File: src/rtl/sorter_pkg.sv
// Shared types and constants for the part sorter datapath.
// Pure declarations: no latency, no flow control.
package sorter_pkg;

    typedef enum logic [2:0] {
        ST_IDLE     = 3'd0,
        ST_BLOCKED  = 3'd1,
        ST_CLASSIFY = 3'd2,
        ST_EMIT     = 3'd3,
        ST_JAM      = 3'd4
    } state_t;

    localparam int TICK_DIV_DEFAULT = 5000;

    // Matches the travel counter width of the downstream valve command path.
    localparam int LEN_W = 15;

endpackage

File: src/rtl/sensor_debounce.sv
// Two-flop synchronizer followed by a stability filter with a registered level output.
// Latency: 2 sync cycles + DEB_CYCLES cycles per accepted change; no backpressure.
module sensor_debounce #(
    parameter int DEB_CYCLES = 2500
) (
    input  logic clk,
    input  logic rst,
    input  logic raw,
    output logic level
);
    localparam int CW = (DEB_CYCLES > 1) ? $clog2(DEB_CYCLES) : 1;
    localparam logic [CW-1:0] CNT_LAST = CW'(DEB_CYCLES - 1);

    logic          sync1;
    logic          sync2;
    logic [CW-1:0] stable_cnt;

    always_ff @(posedge clk) begin
        if (rst) begin
            sync1      <= 1'b0;
            sync2      <= 1'b0;
            stable_cnt <= '0;
            level      <= 1'b0;
        end else begin
            sync1 <= raw;
            sync2 <= sync1;
            // Any sample agreeing with the held level restarts the run.
            if (sync2 == level) begin
                stable_cnt <= '0;
            end else if (stable_cnt == CNT_LAST) begin
                level      <= sync2;
                stable_cnt <= '0;
            end else begin
                stable_cnt <= stable_cnt + 1'b1;
            end
        end
    end

endmodule

File: src/rtl/part_classifier.sv
// Measures each part's blocked length in ticks and emits one classified part_ready pulse.
// Latency: debounced beam fall to part_ready = 2 cycles; no backpressure, pulse is fire-and-forget.
module part_classifier
    import sorter_pkg::*;
#(
    parameter int TICK_DIV   = TICK_DIV_DEFAULT,
    parameter int DEB_CYCLES = 2500,
    parameter int SHORT_MAX  = 200,
    parameter int LEN_MAX    = 2000
) (
    input  logic             clk,
    input  logic             rst,
    input  logic             beam_raw,
    input  logic             metal_raw,
    output logic             part_ready,
    output logic             valve1_decision,
    output logic             valve2_decision,
    output logic [LEN_W-1:0] part_len,
    output logic [15:0]      part_count,
    output logic             jam
);
    localparam int TW = (TICK_DIV > 1) ? $clog2(TICK_DIV) : 1;
    localparam logic [TW-1:0]    TICK_RELOAD = TW'(TICK_DIV - 1);
    localparam logic [LEN_W-1:0] LEN_LIMIT   = LEN_W'(LEN_MAX);
    localparam logic [LEN_W-1:0] SHORT_LIMIT = LEN_W'(SHORT_MAX);

    logic             beam_lvl;
    logic             metal_s1;
    logic             metal_s2;
    logic [TW-1:0]    tick_cnt;
    logic             tick;
    state_t           state;
    logic [LEN_W-1:0] len_cnt;
    logic [LEN_W-1:0] len_next;
    logic             metal_seen;

    sensor_debounce #(
        .DEB_CYCLES (DEB_CYCLES)
    ) u_beam_deb (
        .clk   (clk),
        .rst   (rst),
        .raw   (beam_raw),
        .level (beam_lvl)
    );

    always_ff @(posedge clk) begin
        if (rst) begin
            metal_s1 <= 1'b0;
            metal_s2 <= 1'b0;
        end else begin
            metal_s1 <= metal_raw;
            metal_s2 <= metal_s1;
        end
    end

    // Free-running: part boundaries never realign the tick phase.
    always_ff @(posedge clk) begin
        if (rst) begin
            tick_cnt <= TICK_RELOAD;
        end else if (tick_cnt == '0) begin
            tick_cnt <= TICK_RELOAD;
        end else begin
            tick_cnt <= tick_cnt - 1'b1;
        end
    end

    assign tick     = (tick_cnt == '0);
    assign len_next = len_cnt + 1'b1;

    always_ff @(posedge clk) begin
        if (rst) begin
            state           <= ST_IDLE;
            len_cnt         <= '0;
            metal_seen      <= 1'b0;
            part_ready      <= 1'b0;
            valve1_decision <= 1'b0;
            valve2_decision <= 1'b0;
            part_len        <= '0;
            part_count      <= '0;
            jam             <= 1'b0;
        end else begin
            part_ready <= 1'b0;
            case (state)
                ST_IDLE: begin
                    if (beam_lvl) begin
                        state      <= ST_BLOCKED;
                        len_cnt    <= '0;
                        metal_seen <= 1'b0;
                    end
                end
                ST_BLOCKED: begin
                    metal_seen <= metal_seen | metal_s2;
                    if (tick) begin
                        len_cnt <= len_next;
                    end
                    if (tick && (len_next >= LEN_LIMIT)) begin
                        state <= ST_JAM;
                        jam   <= 1'b1;
                    end else if (!beam_lvl) begin
                        state <= ST_CLASSIFY;
                    end
                end
                ST_CLASSIFY: begin
                    // Outputs land together so the pulse cycle carries its decisions.
                    valve2_decision <= metal_seen;
                    valve1_decision <= !metal_seen && (len_cnt < SHORT_LIMIT);
                    part_len        <= len_cnt;
                    part_ready      <= 1'b1;
                    part_count      <= part_count + 16'd1;
                    state           <= ST_EMIT;
                end
                ST_EMIT: begin
                    state <= ST_IDLE;
                end
                ST_JAM: begin
                    if (!beam_lvl) begin
                        state <= ST_IDLE;
                    end
                end
                default: begin
                    state <= ST_IDLE;
                end
            endcase
        end
    end

endmodule

File: config.mk
export PLATFORM = sky130hd
export DESIGN_NAME = part_classifier
export DESIGN_NICKNAME = d
export VERILOG_FILES = /design/src/rtl/sorter_pkg.sv /design/src/rtl/sensor_debounce.sv /design/src/rtl/part_classifier.sv
export SDC_FILE = /design/constraint.sdc
export NUM_CORES = 1
export LEC_CHECK = 0
export CORE_ASPECT_RATIO = 1.1
export CORE_MARGIN = 3
export CORE_UTILIZATION = 56
export DETAILED_ROUTE_END_ITERATION = 16
export GPL_ROUTABILITY_DRIVEN = 0
export GPL_TIMING_DRIVEN = 0
export PLACE_DENSITY = 0.79
export REMOVE_ABC_BUFFERS = 1
export SETUP_SLACK_MARGIN = 0.5
export SKIP_CTS_REPAIR_TIMING = 1
export SYNTH_ARGS = -nofsm -noshare
export SYNTH_HDL_FRONTEND = slang
export SYNTH_HIERARCHICAL = 1
export SYNTH_SLANG_ARGS = --single-unit
File: constraint.sdc
create_clock -name clk -period 2.85 [get_ports clk]
set_clock_uncertainty 0.1 [all_clocks]
set_input_delay 0.4275 -clock clk [delete_from_list [all_inputs] [get_ports clk]]
set_output_delay 0.4275 -clock clk [all_outputs]
set_load 0.1 [all_outputs]
After elaboration in Yosys (flattened, before gate mapping)
Cells that the tools add are included.
{"block": "totals", "regBits": 84, "latch_bits": 0, "ram_bits": 0, "rom_bits": 0, "inputBits": 4, "output_inout_bits": 35, "word_cells": 57, "n_memories": 0}
{"block": "op_classes", "n_addsub": 4, "multipliers": 0, "div": 0, "order_cmp": 2, "eq_ne": 9, "n_shift": 0, "mux": 11, "bitwise": 2, "n_reduce_logical": 13}
{"op": "two-way mux 15 bit", "n": 2}
{"op": "one-hot mux 15 bit (2 select lines)", "n": 1}
{"op": "adder 16 x 1 -> 16 bit, second input constant", "n": 1}
{"op": "adder 15 x 1 -> 15 bit, second input constant", "n": 1}
{"op": ">= comparator 15 x 11 -> 1 bit, second input constant", "n": 1}
{"op": "< comparator 15 x 8 -> 1 bit, second input constant", "n": 1}
{"op": "zero test 13 bit", "n": 1}
{"op": "subtractor 13 x 1 -> 13 bit, second input constant", "n": 1}
{"op": "adder 12 x 1 -> 12 bit, second input constant", "n": 1}
{"op": "equality test 12 bit, second input constant", "n": 1}
{"op": "two-way mux 3 bit", "n": 4}
{"op": "one-hot mux 3 bit (4 select lines)", "n": 1}
{"op": "AND reduction 2 bit", "n": 3}
{"op": "AND reduction 3 bit", "n": 2}
{"op": "inequality test 2 bit, second input constant", "n": 2}
{"op": "equality test 3 x 1 -> 1 bit, second input constant", "n": 1}
{"op": "equality test 3 x 2 -> 1 bit, second input constant", "n": 1}
{"op": "equality test 3 bit, second input constant", "n": 1}
{"op": "zero test 3 bit", "n": 1}
{"op": "inequality test 3 bit, second input constant", "n": 1}
{"op": "OR reduction 3 bit", "n": 1}
{"op": "logical AND 1 bit", "n": 2}
{"op": "two-way mux 1 bit", "n": 2}
{"op": "inequality test 2 x 1 -> 1 bit, second input constant", "n": 1}
{"op": "other kinds (7)", "n": 7}

Logic depth before layout (Yosys ltp)
Gate-level depths: netlist (run 1).
{"block": "logic_depth", "depth_word": 5, "depth_mapped": 9, "mapped_depth_nobuf": 8}

Cells and area by module
Netlist (run 1), hierarchy kept.
{"module": "part_classifier", "n_inst": 1, "cells_per_inst": 385, "area_each_um2": 3124.2, "seq_area_each_um2": 1381.3}
{"module": "sensor_debounce", "n_inst": 1, "cells_per_inst": 71, "area_each_um2": 686.9, "seq_area_each_um2": 300.3}

Least setup slack after synthesis (run 1)
Ideal clock, no wire load.
{"block": "synth_timing", "path_type": "reg-to-reg", "from": "register part_count[3]", "to": "register part_count[15]", "setup_time_ns": 0.128, "arrival_time_ns": 2.205, "t_required_ns": 2.622, "setup_slack_ns": 0.418, "path_stages_with_launch": 7, "path_buffers": 0, "synth_period_minus_slack_ns": 2.432, "cell_sequence": "dfxtp_1 -> nand4_1 -> nor2_1 -> nand4_1 -> nor4_1 -> xnor2_1 -> nor2_1"}
{"block": "synth_between", "elab_chain_len": 1}
{"element": "start: declaration", "line": "part_classifier.sv:19", "source": "output logic [15:0] part_count,"}
{"element": "start signal: assignment", "line": "part_classifier.sv:109", "source": "part_count <= part_count + 16'd1;"}
{"element": "adder 16 x 1 -> 16 bit", "line": "part_classifier.sv:109"}
No other way between the ends.
A chain may end at the register's enable or synchronous reset.

Worst setup path after layout (run 1)
{"block": "layout_timing", "from": "register tick_cnt[9]", "to": "register state[1]"}
{"block": "layout_between", "elab_chain_len": 4, "word_cells_on_any_way": 6, "cone_classes": "eq/ne: 1; mux: 2; reduce/logical: 3"}
{"element": "start: declaration", "line": "part_classifier.sv:30", "source": "logic [TW-1:0] tick_cnt;"}
{"element": "start signal: assignment", "line": "part_classifier.sv:63", "source": "tick_cnt <= tick_cnt - 1'b1;"}
{"element": "zero test 13 bit *", "line": "part_classifier.sv:67", "source": "assign tick = (tick_cnt == '0);"}
{"element": "logical AND 1 bit *", "line": "part_classifier.sv:96", "source": "if (tick && (len_next >= LEN_LIMIT)) begin"}
{"element": "two-way mux 3 bit or inequality test 3 bit (tied branches)"}
{"element": "one-hot mux 3 bit (4 select lines) or AND reduction 3 bit (tied branches)"}
{"element": "end signal: assignment", "line": "part_classifier.sv:86", "source": "state <= ST_BLOCKED;"}
{"element": "end signal: assignment", "line": "part_classifier.sv:97", "source": "state <= ST_JAM;"}
{"element": "end signal: assignment", "line": "part_classifier.sv:100", "source": "state <= ST_CLASSIFY;"}
{"element": "end: declaration", "line": "part_classifier.sv:32", "source": "state_t state;"}
Every way passes the cells marked *; elsewhere a longest branch is shown, timed or not.

==> out/metrics.cfg, run 1 <==
[synth]
post-synth-top-area-fraction_pct=44.12
ys_seq_area_share_pct=44.12
number_of_warnings_issued_by_yosys=6
synth_top_area_cells=sky130_fd_sc_hd__dfxtp_1 44%, sky130_fd_sc_hd__nand2_1 6.4%, sky130_fd_sc_hd__a21oi_1 5.1%, sky130_fd_sc_hd__nor2_1 3.5%, sky130_fd_sc_hd__xor2_1 3.4%
synthesis.instances=456
post_synth_num_cell_types=55
yosys.area.top_type=sky130_fd_sc_hd__dfxtp_1
postSynth.asyncResetShare_pct=0
postSynthRegisterBits=84
synthesized_cell_area_sq_mm=0.003811
yosys.cell_count.top_type=sky130_fd_sc_hd__dfxtp_1
synth_enable_flop_cells=0
synth.top_cells.by_count=84 x sky130_fd_sc_hd__dfxtp_1, 65 x sky130_fd_sc_hd__nand2_1, 39 x sky130_fd_sc_hd__a21oi_1
avgSynthCellArea_sq_um=8.358
synth-main-ff-cell=sky130_fd_sc_hd__dfxtp_1

[grt]
global_route_wire_length_before_repair_um=13720
groute.layer.met1.usage_pct=27.19
grt.met3_usage_pct=5.071
grt_max_degree=36
antenna_found_initial=0
overflow=0
globalRoute.busiestLayer=met2
grt_pass1_vias=2939
overall_track_demand_over_capacity_in_global_routing_pct=21.29
groute.layer.met2.usage_pct=34.99

[setup_path]
worstSetupPathType=reg2reg
crit_path_end_kind=flip-flop
crit_path_cells=nor2_4, or4b_4, or4_4, a211oi_2, a31oi_2, a41o_1
critical_path_peak_fanout=4
regToRegStartpoint=tick_cnt[9]$_SDFF_PP1_
critical_path_required_ps=3010
reg2reg_slack_ps=530
slowest_delay_ps=550
worstPathArrival_ps=2480
slowest_stage=sky130_fd_sc_hd__or4_4
critical_path.reg2reg.endpoint=state[1]$_SDFFE_PP0P_
setup.worst_path.start_class=flip-flop
r2r.worst_path.cells=6

[place]
place_inst=547
pre_cts_ws_ps=300.4
dpl-instance-area_sq_mm=0.004193
place.port_buffers=38
dp.final_hpwl_um=5230

[floorplan]
placement_rows=30
overall_die_height_um=92.53
start_util_pct=59.73
die_w_um=84.66
io-pin-count=39
core_region_area_sq_mm=0.006381
dieArea_sq_mm=0.007833

[final_layout]
syn_to_final_growth_pct=19.76
post_route_cells_drive_above_1_share_pct=8.471
fin_nets=489
layoutNonFillerInstCount=564
layout.cell_area.non_filler_sq_mm=0.004564
n_antenna_cell=0

[detailed_routing]
detail_route_antenna_nets=0
detailroute.via_count=3253
dr.first_iter.drc_count=155
first_pass_iters=4
vias_per_cell=5.768
post_detailed_routing_wire_length_um=8061
avgRoutedWirePerCell_um=14.29
drcViolationCount=0

[timing]
maxSlewHeadroom_pct=34.68
max_freq_ghz=0.4310
final-hold-violation-count=0
rsz0062_at_grt=yes
final-max-slew-violation-count=0
setup_viol=0
worst_slew_pin_slew_ps=978.1
postLayoutSetupSlackWorst_ps=529.7
final_critical_delay_including_setup_and_external_delays_ps=2320
post-route-period-util_pct=81.41
timing.hold.ws_ps=312.6

[job]
max-cap-violations=0

[clock_network]
clock_tree.root_cell=sky130_fd_sc_hd__clkbuf_8
cts.sink_count=84
clkSlewWorstSetupHoldPaths_ps=80
cts_inserted_buffers=9
cts-root-to-sink-buffers=2
clk-insertion-delay-late_ps=360
tritoncts=done
h-tree-depth=3

[hold_path]
hold_path.startpoint=tick_cnt[0]$_SDFF_PP1_
worstHoldPathType=reg2reg
hold-path-cell-count=1
hold-path-endpoint=tick_cnt[0]$_SDFF_PP1_

[power_and_ir_drop]
p_sw_share_pct=23.31
power.switching_uw=527.8
p_seq_share_pct=53.2
ratio_of_total_power_to_cell_area_mw_per_mm2=496.0
cellLeakagePower_uw=0.002091
pwr-share-comb_pct=6.2
clkPwrFrac_pct=40.7
internal_power_uw=1736
max-vdd-ir-drop_uv=384.7

[outcome]
outcome=finished clean

worst max path at each step:
stage                                     startpoint                      endpoint  slack, ps  cells after the start
after floorplan           part_count[3]$_SDFFE_PP0P_   part_count[15]$_SDFFE_PP0P_        430                      6
after detailed placement      tick_cnt[0]$_SDFF_PP1_              jam$_SDFFE_PP0P_        300                      8
after global placement                           rst  valve1_decision$_SDFFE_PP0P_       -710                      5
final                         tick_cnt[9]$_SDFF_PP1_         state[1]$_SDFFE_PP0P_        530                      6
after global routing           state[0]$_SDFFE_PP0P_   part_count[15]$_SDFFE_PP0P_        420                      6
after CTS                     tick_cnt[0]$_SDFF_PP1_              jam$_SDFFE_PP0P_        270                      8
power groups by stage:
stage | Sequential (uW) | Clock [uW] | Combinational (uW)
2_1_floorplan | 1260 | 0 | 58.6
3_3_place_gp | 1230 | 0 | 134
3_5_place_dp | 1230 | 0 | 138
4_1_cts | 1200 | 945 | 139
5_1_grt | 1210 | 989 | 154
6_report | 1200 | 920 | 140
layout make-up:
class                   count  area (sq um)
inverters                   8         30.03
clock inverters             4         73.82
fillers                   513          1817
well taps                  80         100.1
clock buffers              11         141.4
repair buffers             41         498.0
flip-flops and latches     84          1690
multi-input cells         336          2031
state kept, by name, summed over array words and instances, names as in the netlist, 3 cells and up:
register and cells:
part_count 16, len_cnt 15, part_len 15, tick_cnt 13, u_beam_deb/stable_cnt 12, state 3
cell families (layout without fill, tap and decap cells):
kind of cell | count (synthesis) | after routing | synth area share (%)
buf+inv | 36 | 64 | 3.841
xor+xnor | 28 | 28 | 6.435
fa+ha+maj | 5 | 5 | 1.641
simple gates | 208 | 208 | 28.46
compound gates | 92 | 92 | 14.71
mux | 3 | 3 | 0.7880
flops | 84 | 84 | 44.12
critical path, delay by kind of cell, from the launching register on:
| family | cells | cell delay [ps] |
|---|---|---|
| and+or+nand+nor | 3 | 1120 |
| AOI/OAI and AO/OA | 3 | 630 |
| DFF | 1 | 370 |
layer usage:
metal / wire, um / up-vias
met5: 0 / -
met4: 114 / 0
met3: 282 / 10
met2: 3940 / 65
met1: 3724 / 1527
li1: - / 1651
cells in the final DEF (no fill, tap or decap), drive strengths merged, types with 12 or more instances in the layout:
master / count
nand2: 65
xor2: 15
nand3: 17
o21ai: 21
a21oi: 39
xnor2: 13
nor2: 38
nor3: 15
nand4: 12
dlymetal6s2s: 35
dfxtp: 84
through the flow:
stage	setup TNS (ps)	total power, uW	utilization, %
after floorplan	0	1318	-
after global placement	-12460	1365	65.43
after detailed placement	0	1370	65.71
after CTS	0	2288	69.08
after global routing	0	2351	71.53
final	0	2264	71.53
No activity file was read; power rests on OpenSTA's default activity.
==> run 2: changes to the inputs <==
--- a/config.mk
+++ b/config.mk
@@ -7,11 +7,11 @@
 export LEC_CHECK = 0
 export CORE_ASPECT_RATIO = 1.1
 export CORE_MARGIN = 3
-export CORE_UTILIZATION = 56
+export CORE_UTILIZATION = 51
 export DETAILED_ROUTE_END_ITERATION = 16
 export GPL_ROUTABILITY_DRIVEN = 0
 export GPL_TIMING_DRIVEN = 0
-export PLACE_DENSITY = 0.79
+export PLACE_DENSITY = 0.76
 export REMOVE_ABC_BUFFERS = 1
 export SETUP_SLACK_MARGIN = 0.5
 export SKIP_CTS_REPAIR_TIMING = 1
==> constraint.sdc (replaced) <==
create_clock -name clk -period 2 [get_ports clk]
set_clock_uncertainty 0.1 [all_clocks]
set_input_delay 0.3 -clock clk [delete_from_list [all_inputs] [get_ports clk]]
set_output_delay 0.3 -clock clk [all_outputs]
set_load 0.1 [all_outputs]
==> out/metrics.cfg, run 2 (same netlist as run 1, synthesis figures left out) <==
[outcome]
outcome=finished, violations left
failed_checks=negative setup slack

[floorplan]
io-pin-count=39
start_util_pct=53.48
placement_rows=32
die_w_um=88.42
dieArea_sq_mm=0.008547
overall_die_height_um=96.67
core_region_area_sq_mm=0.007127

[clock_network]
clock_tree.root_cell=sky130_fd_sc_hd__clkbuf_8
cts-root-to-sink-buffers=2
clk-insertion-delay-late_ps=340
cts_inserted_buffers=9
tritoncts=done
cts.sink_count=84
h-tree-depth=3
clkSlewWorstSetupHoldPaths_ps=80

[timing]
timing.hold.ws_ps=325.5
final-hold-violation-count=0
rsz0062_at_grt=yes
max_freq_ghz=0.4324
postLayoutSetupSlackWorst_ps=-312.8
worst_slew_pin_slew_ps=571.1
post-route-period-util_pct=115.6
final-max-slew-violation-count=0
final_critical_delay_including_setup_and_external_delays_ps=2313
maxSlewHeadroom_pct=61.93
setup_viol=15

[place]
place.port_buffers=38
dp.final_hpwl_um=5329

[final_layout]
mostFrequentLayoutCells=64 x sky130_fd_sc_hd__dfxtp_1, 62 x sky130_fd_sc_hd__nand2_1, 33 x sky130_fd_sc_hd__a21oi_1
n_antenna_cell=0
regArea_sq_mm=0.001729
syn_to_final_growth_pct=31.12
reg_top3=part_count: 16 flops, len_cnt: 15 flops, part_len: 15 flops
multi_input_comb_area_sq_mm=0.002321
final.fill_count=534
post-route-util_pct=70.12
fin_nets=518
most_common_library_cell_in_the_layout_ignoring_fill_and_taps=sky130_fd_sc_hd__dfxtp_1
top_register=part_count
largest_register_ffs=16
post_route_cells_drive_above_1_share_pct=33.14

[power_and_ir_drop]
ratio_of_total_power_to_cell_area_mw_per_mm2=661.0
internal_power_uw=2538
pwr-share-comb_pct=7.9
report.power.total_uw=3303
cellLeakagePower_uw=0.001686
p_sw_share_pct=23.18
clkPwrFrac_pct=40.3
max-vdd-ir-drop_uv=454.7
power.switching_uw=765.6
p_seq_share_pct=51.8

[grt]
overall_track_demand_over_capacity_in_global_routing_pct=19.91
grt_pass1_vias=3154
global_route_wire_length_before_repair_um=14230
overflow=0
antenna_found_initial=0
grt_max_degree=39

[setup_path]
worstPathArrival_ps=2440
crit_path_end_kind=flip-flop
critical_path_required_ps=2130
critical_path_peak_fanout=4
setup.worst_path.start_class=flip-flop
worstSetupPathType=reg2reg

[detailed_routing]
detail_route_antenna_nets=0
first_pass_iters=5
drcViolationCount=0
post_detailed_routing_wire_length_um=9037
dr.first_iter.drc_count=163
detailroute.via_count=3451
avgRoutedWirePerCell_um=15.11
vias_per_cell=5.771

[job]
max-cap-violations=0

[hold_path]
worstHoldPathType=in2reg

-- run 2: critical path, cell delays in order (launching register included) --
cell                       delay (ps)
sky130_fd_sc_hd__dfxtp_4          350
sky130_fd_sc_hd__nor2_4           100
sky130_fd_sc_hd__or4b_4           460
sky130_fd_sc_hd__or4_4            560
sky130_fd_sc_hd__a211oi_4         220
sky130_fd_sc_hd__a31oi_4          150
sky130_fd_sc_hd__a41o_1           260
-- run 2: cell type report --
class	instances	area share, %
multi-input cells	337	46.44
flip-flops and latches	84	34.60
repair buffers	69	11.74
clock buffers	11	3.030
well taps	85	2.128
clock inverters	4	1.452
inverters	8	0.6009
-- run 2: stage by stage --
step / setup WS, ps / cells / TNS, ps / area (sq um)
finish: -312.8 / 598 / -2673 / 4997
global route: -364.8 / 598 / -4210 / 4997
CTS: -574.1 / 567 / -20790 / 4423
detailed placement: -560.0 / 552 / -10790 / 4199
global placement: -1397 / 551 / -70670 / 4182
floorplan: -421.7 / 428 / -4638 / 3695
-- run 2: layer usage --
layer	routed length, um	global-route usage (%)
met3	357	3.237
met5	0	0
met1	4017	27.22
met2	4464	31.26
met4	197	7.442
-- run 2: path summary, 6_finish.rpt --
path / start / to / slack (ps) / cells past startpoint
worst max-delay path: tick_cnt[9]$_SDFF_PP1_ / state[1]$_SDFFE_PP0P_ / -310 / 6
worst max register to register: tick_cnt[9]$_SDFF_PP1_ / state[1]$_SDFFE_PP0P_ / -310 / 6
worst min-delay path: rst / part_count[14]$_SDFFE_PP0P_ / 330 / 2
worst min register to register: metal_s1$_SDFF_PP0_ / metal_s2$_SDFF_PP0_ / 340 / 1
-- run 2: power by group through the flow --
stage | clock, uW | combinational [uW] | sequential, uW
after floorplan | 0 | 83.5 | 1790
after global placement | 0 | 192 | 1750
after detailed placement | 0 | 197 | 1750
after CTS | 1360 | 198 | 1710
after global routing | 1430 | 283 | 1710
final | 1330 | 261 | 1710
==> run 3: changes to the inputs <==
--- a/config.mk
+++ b/config.mk
@@ -11,6 +11,7 @@
 export DETAILED_ROUTE_END_ITERATION = 16
 export GPL_ROUTABILITY_DRIVEN = 0
 export GPL_TIMING_DRIVEN = 0
+export MAX_ROUTING_LAYER = met4
 export PLACE_DENSITY = 0.76
 export REMOVE_ABC_BUFFERS = 1
 export SETUP_SLACK_MARGIN = 0.5
==> out/metrics.cfg, run 3 (same netlist as run 1, synthesis figures left out) <==
[detailed_routing]
avgRoutedWirePerCell_um=15.16
detailroute.via_count=3457
vias_per_cell=5.781
dr.first_iter.drc_count=171
detail_route_antenna_nets=0
first_pass_iters=4
drcViolationCount=0
post_detailed_routing_wire_length_um=9064

[power_and_ir_drop]
p_sw_share_pct=23.27
p_seq_share_pct=51.7
max-vdd-ir-drop_uv=455.1
internal_power_uw=2537
power.switching_uw=769.2
cellLeakagePower_uw=0.001698
clkPwrFrac_pct=40.3
pwr-share-comb_pct=8.0
ratio_of_total_power_to_cell_area_mw_per_mm2=658.5

[floorplan]
io-pin-count=39
core_region_area_sq_mm=0.007127
dieArea_sq_mm=0.008547
overall_die_height_um=96.67
start_util_pct=53.48
placement_rows=32
die_w_um=88.42

[clock_network]
clkSlewWorstSetupHoldPaths_ps=80
cts.sink_count=84
clock_tree.root_cell=sky130_fd_sc_hd__clkbuf_8
clk-insertion-delay-late_ps=340
cts-root-to-sink-buffers=2
h-tree-depth=3
tritoncts=done
cts_inserted_buffers=9

[final_layout]
post-route-util_pct=70.45
syn_to_final_growth_pct=31.75
fin_nets=518
mostFrequentLayoutCells=63 x sky130_fd_sc_hd__dfxtp_1, 62 x sky130_fd_sc_hd__nand2_1, 31 x sky130_fd_sc_hd__nor2_1, 31 x sky130_fd_sc_hd__a21oi_1, 27 x sky130_fd_sc_hd__buf_4
layout.cell_area.non_filler_sq_mm=0.005021
reg_top3=part_count: 16 flops, len_cnt: 15 flops, part_len: 15 flops
n_antenna_cell=0
post_route_cells_drive_above_1_share_pct=34.31
largest_register_ffs=16
most_common_library_cell_in_the_layout_ignoring_fill_and_taps=sky130_fd_sc_hd__dfxtp_1
top_register=part_count

[setup_path]
regToRegStartpoint=tick_cnt[9]$_SDFF_PP1_
reg2reg_slack_ps=-340
slowest_stage=sky130_fd_sc_hd__or4_4
slowest_delay_ps=560
r2r.worst_path.cells=6
crit_path_cells=nor2_4, or4b_4, or4_4, a211oi_4, a31oi_4, a41o_1
critical_path_required_ps=2130
setup.worst_path.start_class=flip-flop
crit_path_start=tick_cnt[9]$_SDFF_PP1_
worstPathArrival_ps=2470
crit_path_end_kind=flip-flop
worstSetupPathType=reg2reg
critical_path_peak_fanout=4
critical_path.reg2reg.endpoint=state[1]$_SDFFE_PP0P_

[hold_path]
hold-path-cell-count=1
worstHoldPathType=reg2reg
hold_path.startpoint=tick_cnt[0]$_SDFF_PP1_
hold-path-endpoint=tick_cnt[0]$_SDFF_PP1_

[place]
dp.final_hpwl_um=5329
dpl-instance-area_sq_mm=0.004199
place.port_buffers=38
pre_cts_ws_ps=-560.0

[timing]
final-hold-violation-count=0
final-max-slew-violation-count=0
rsz0062_at_grt=yes
fin_tns_setup_ps=-2741
postLayoutSetupSlackWorst_ps=-338.5
worst_slew_pin_slew_ps=581.5
final_critical_delay_including_setup_and_external_delays_ps=2339
maxSlewHeadroom_pct=61.23
post-route-period-util_pct=116.9
max_freq_ghz=0.4276
setup_viol=14

[grt]
grt_pass1_vias=3151
antenna_found_initial=0
overflow=0
global_route_wire_length_before_repair_um=14250
overall_track_demand_over_capacity_in_global_routing_pct=20.47
grt_max_degree=39

[outcome]
outcome=finished, violations left
failed_checks=negative setup slack

[job]
max-cap-violations=0

run 3: layout make-up:
| cell class | instances | area (sq um) |
|---|---|---|
| multi-input combinational | 338 | 2351 |
| clock buffer | 11 | 151.4 |
| sequential | 84 | 1730 |
| timing repair buffer | 68 | 579.3 |
| fill | 534 | 2106 |
| inverter | 8 | 30.03 |
| tap | 85 | 106.4 |
| clock inverter | 4 | 72.57 |
run 3: worst max-delay path by stage:
stage,to,depth (start not counted)
after global placement,valve1_decision$_SDFFE_PP0P_,5
final,state[1]$_SDFFE_PP0P_,6
after detailed placement,state[1]$_SDFFE_PP0P_,8
after floorplan,part_count[15]$_SDFFE_PP0P_,6
after CTS,state[1]$_SDFFE_PP0P_,8
after global routing,state[1]$_SDFFE_PP0P_,6
run 3: per-stage QoR:
stage,hold WS (ps),cells,total power (uW)
6_report,316.1,598,3306
5_1_grt,342.7,598,3429
4_1_cts,309.1,567,3273
3_5_place_dp,297.0,552,1952
3_3_place_gp,289.8,551,1945
2_1_floorplan,269.1,428,1878
run 3: power groups by stage:
| stage | combinational [uW] | clock (uW) | sequential [uW] |
|---|---|---|---|
| after CTS | 198 | 1360 | 1710 |
| after detailed placement | 197 | 0 | 1750 |
| after global placement | 192 | 0 | 1750 |
| after global routing | 285 | 1430 | 1710 |
| after floorplan | 83.5 | 0 | 1790 |
| final | 264 | 1330 | 1710 |
run 3: worst max-delay path: cells and delay by family, from the launching register on:
kind / cells / cell delay (ps)
and+or+nand+nor: 3 / 1120
AOI/OAI and AO/OA: 3 / 660
DFF: 1 / 350
run 3: routing by layer:
layer | up-vias | share of wire, % | global-route usage (%)
li1 | 1724 | - | -
met1 | 1614 | 44 | 27.44
met2 | 98 | 50 | 31.26
met3 | 21 | 4.0 | 2.981
met4 | 0 | 2.1 | 7.442
met5 | - | 0 | -
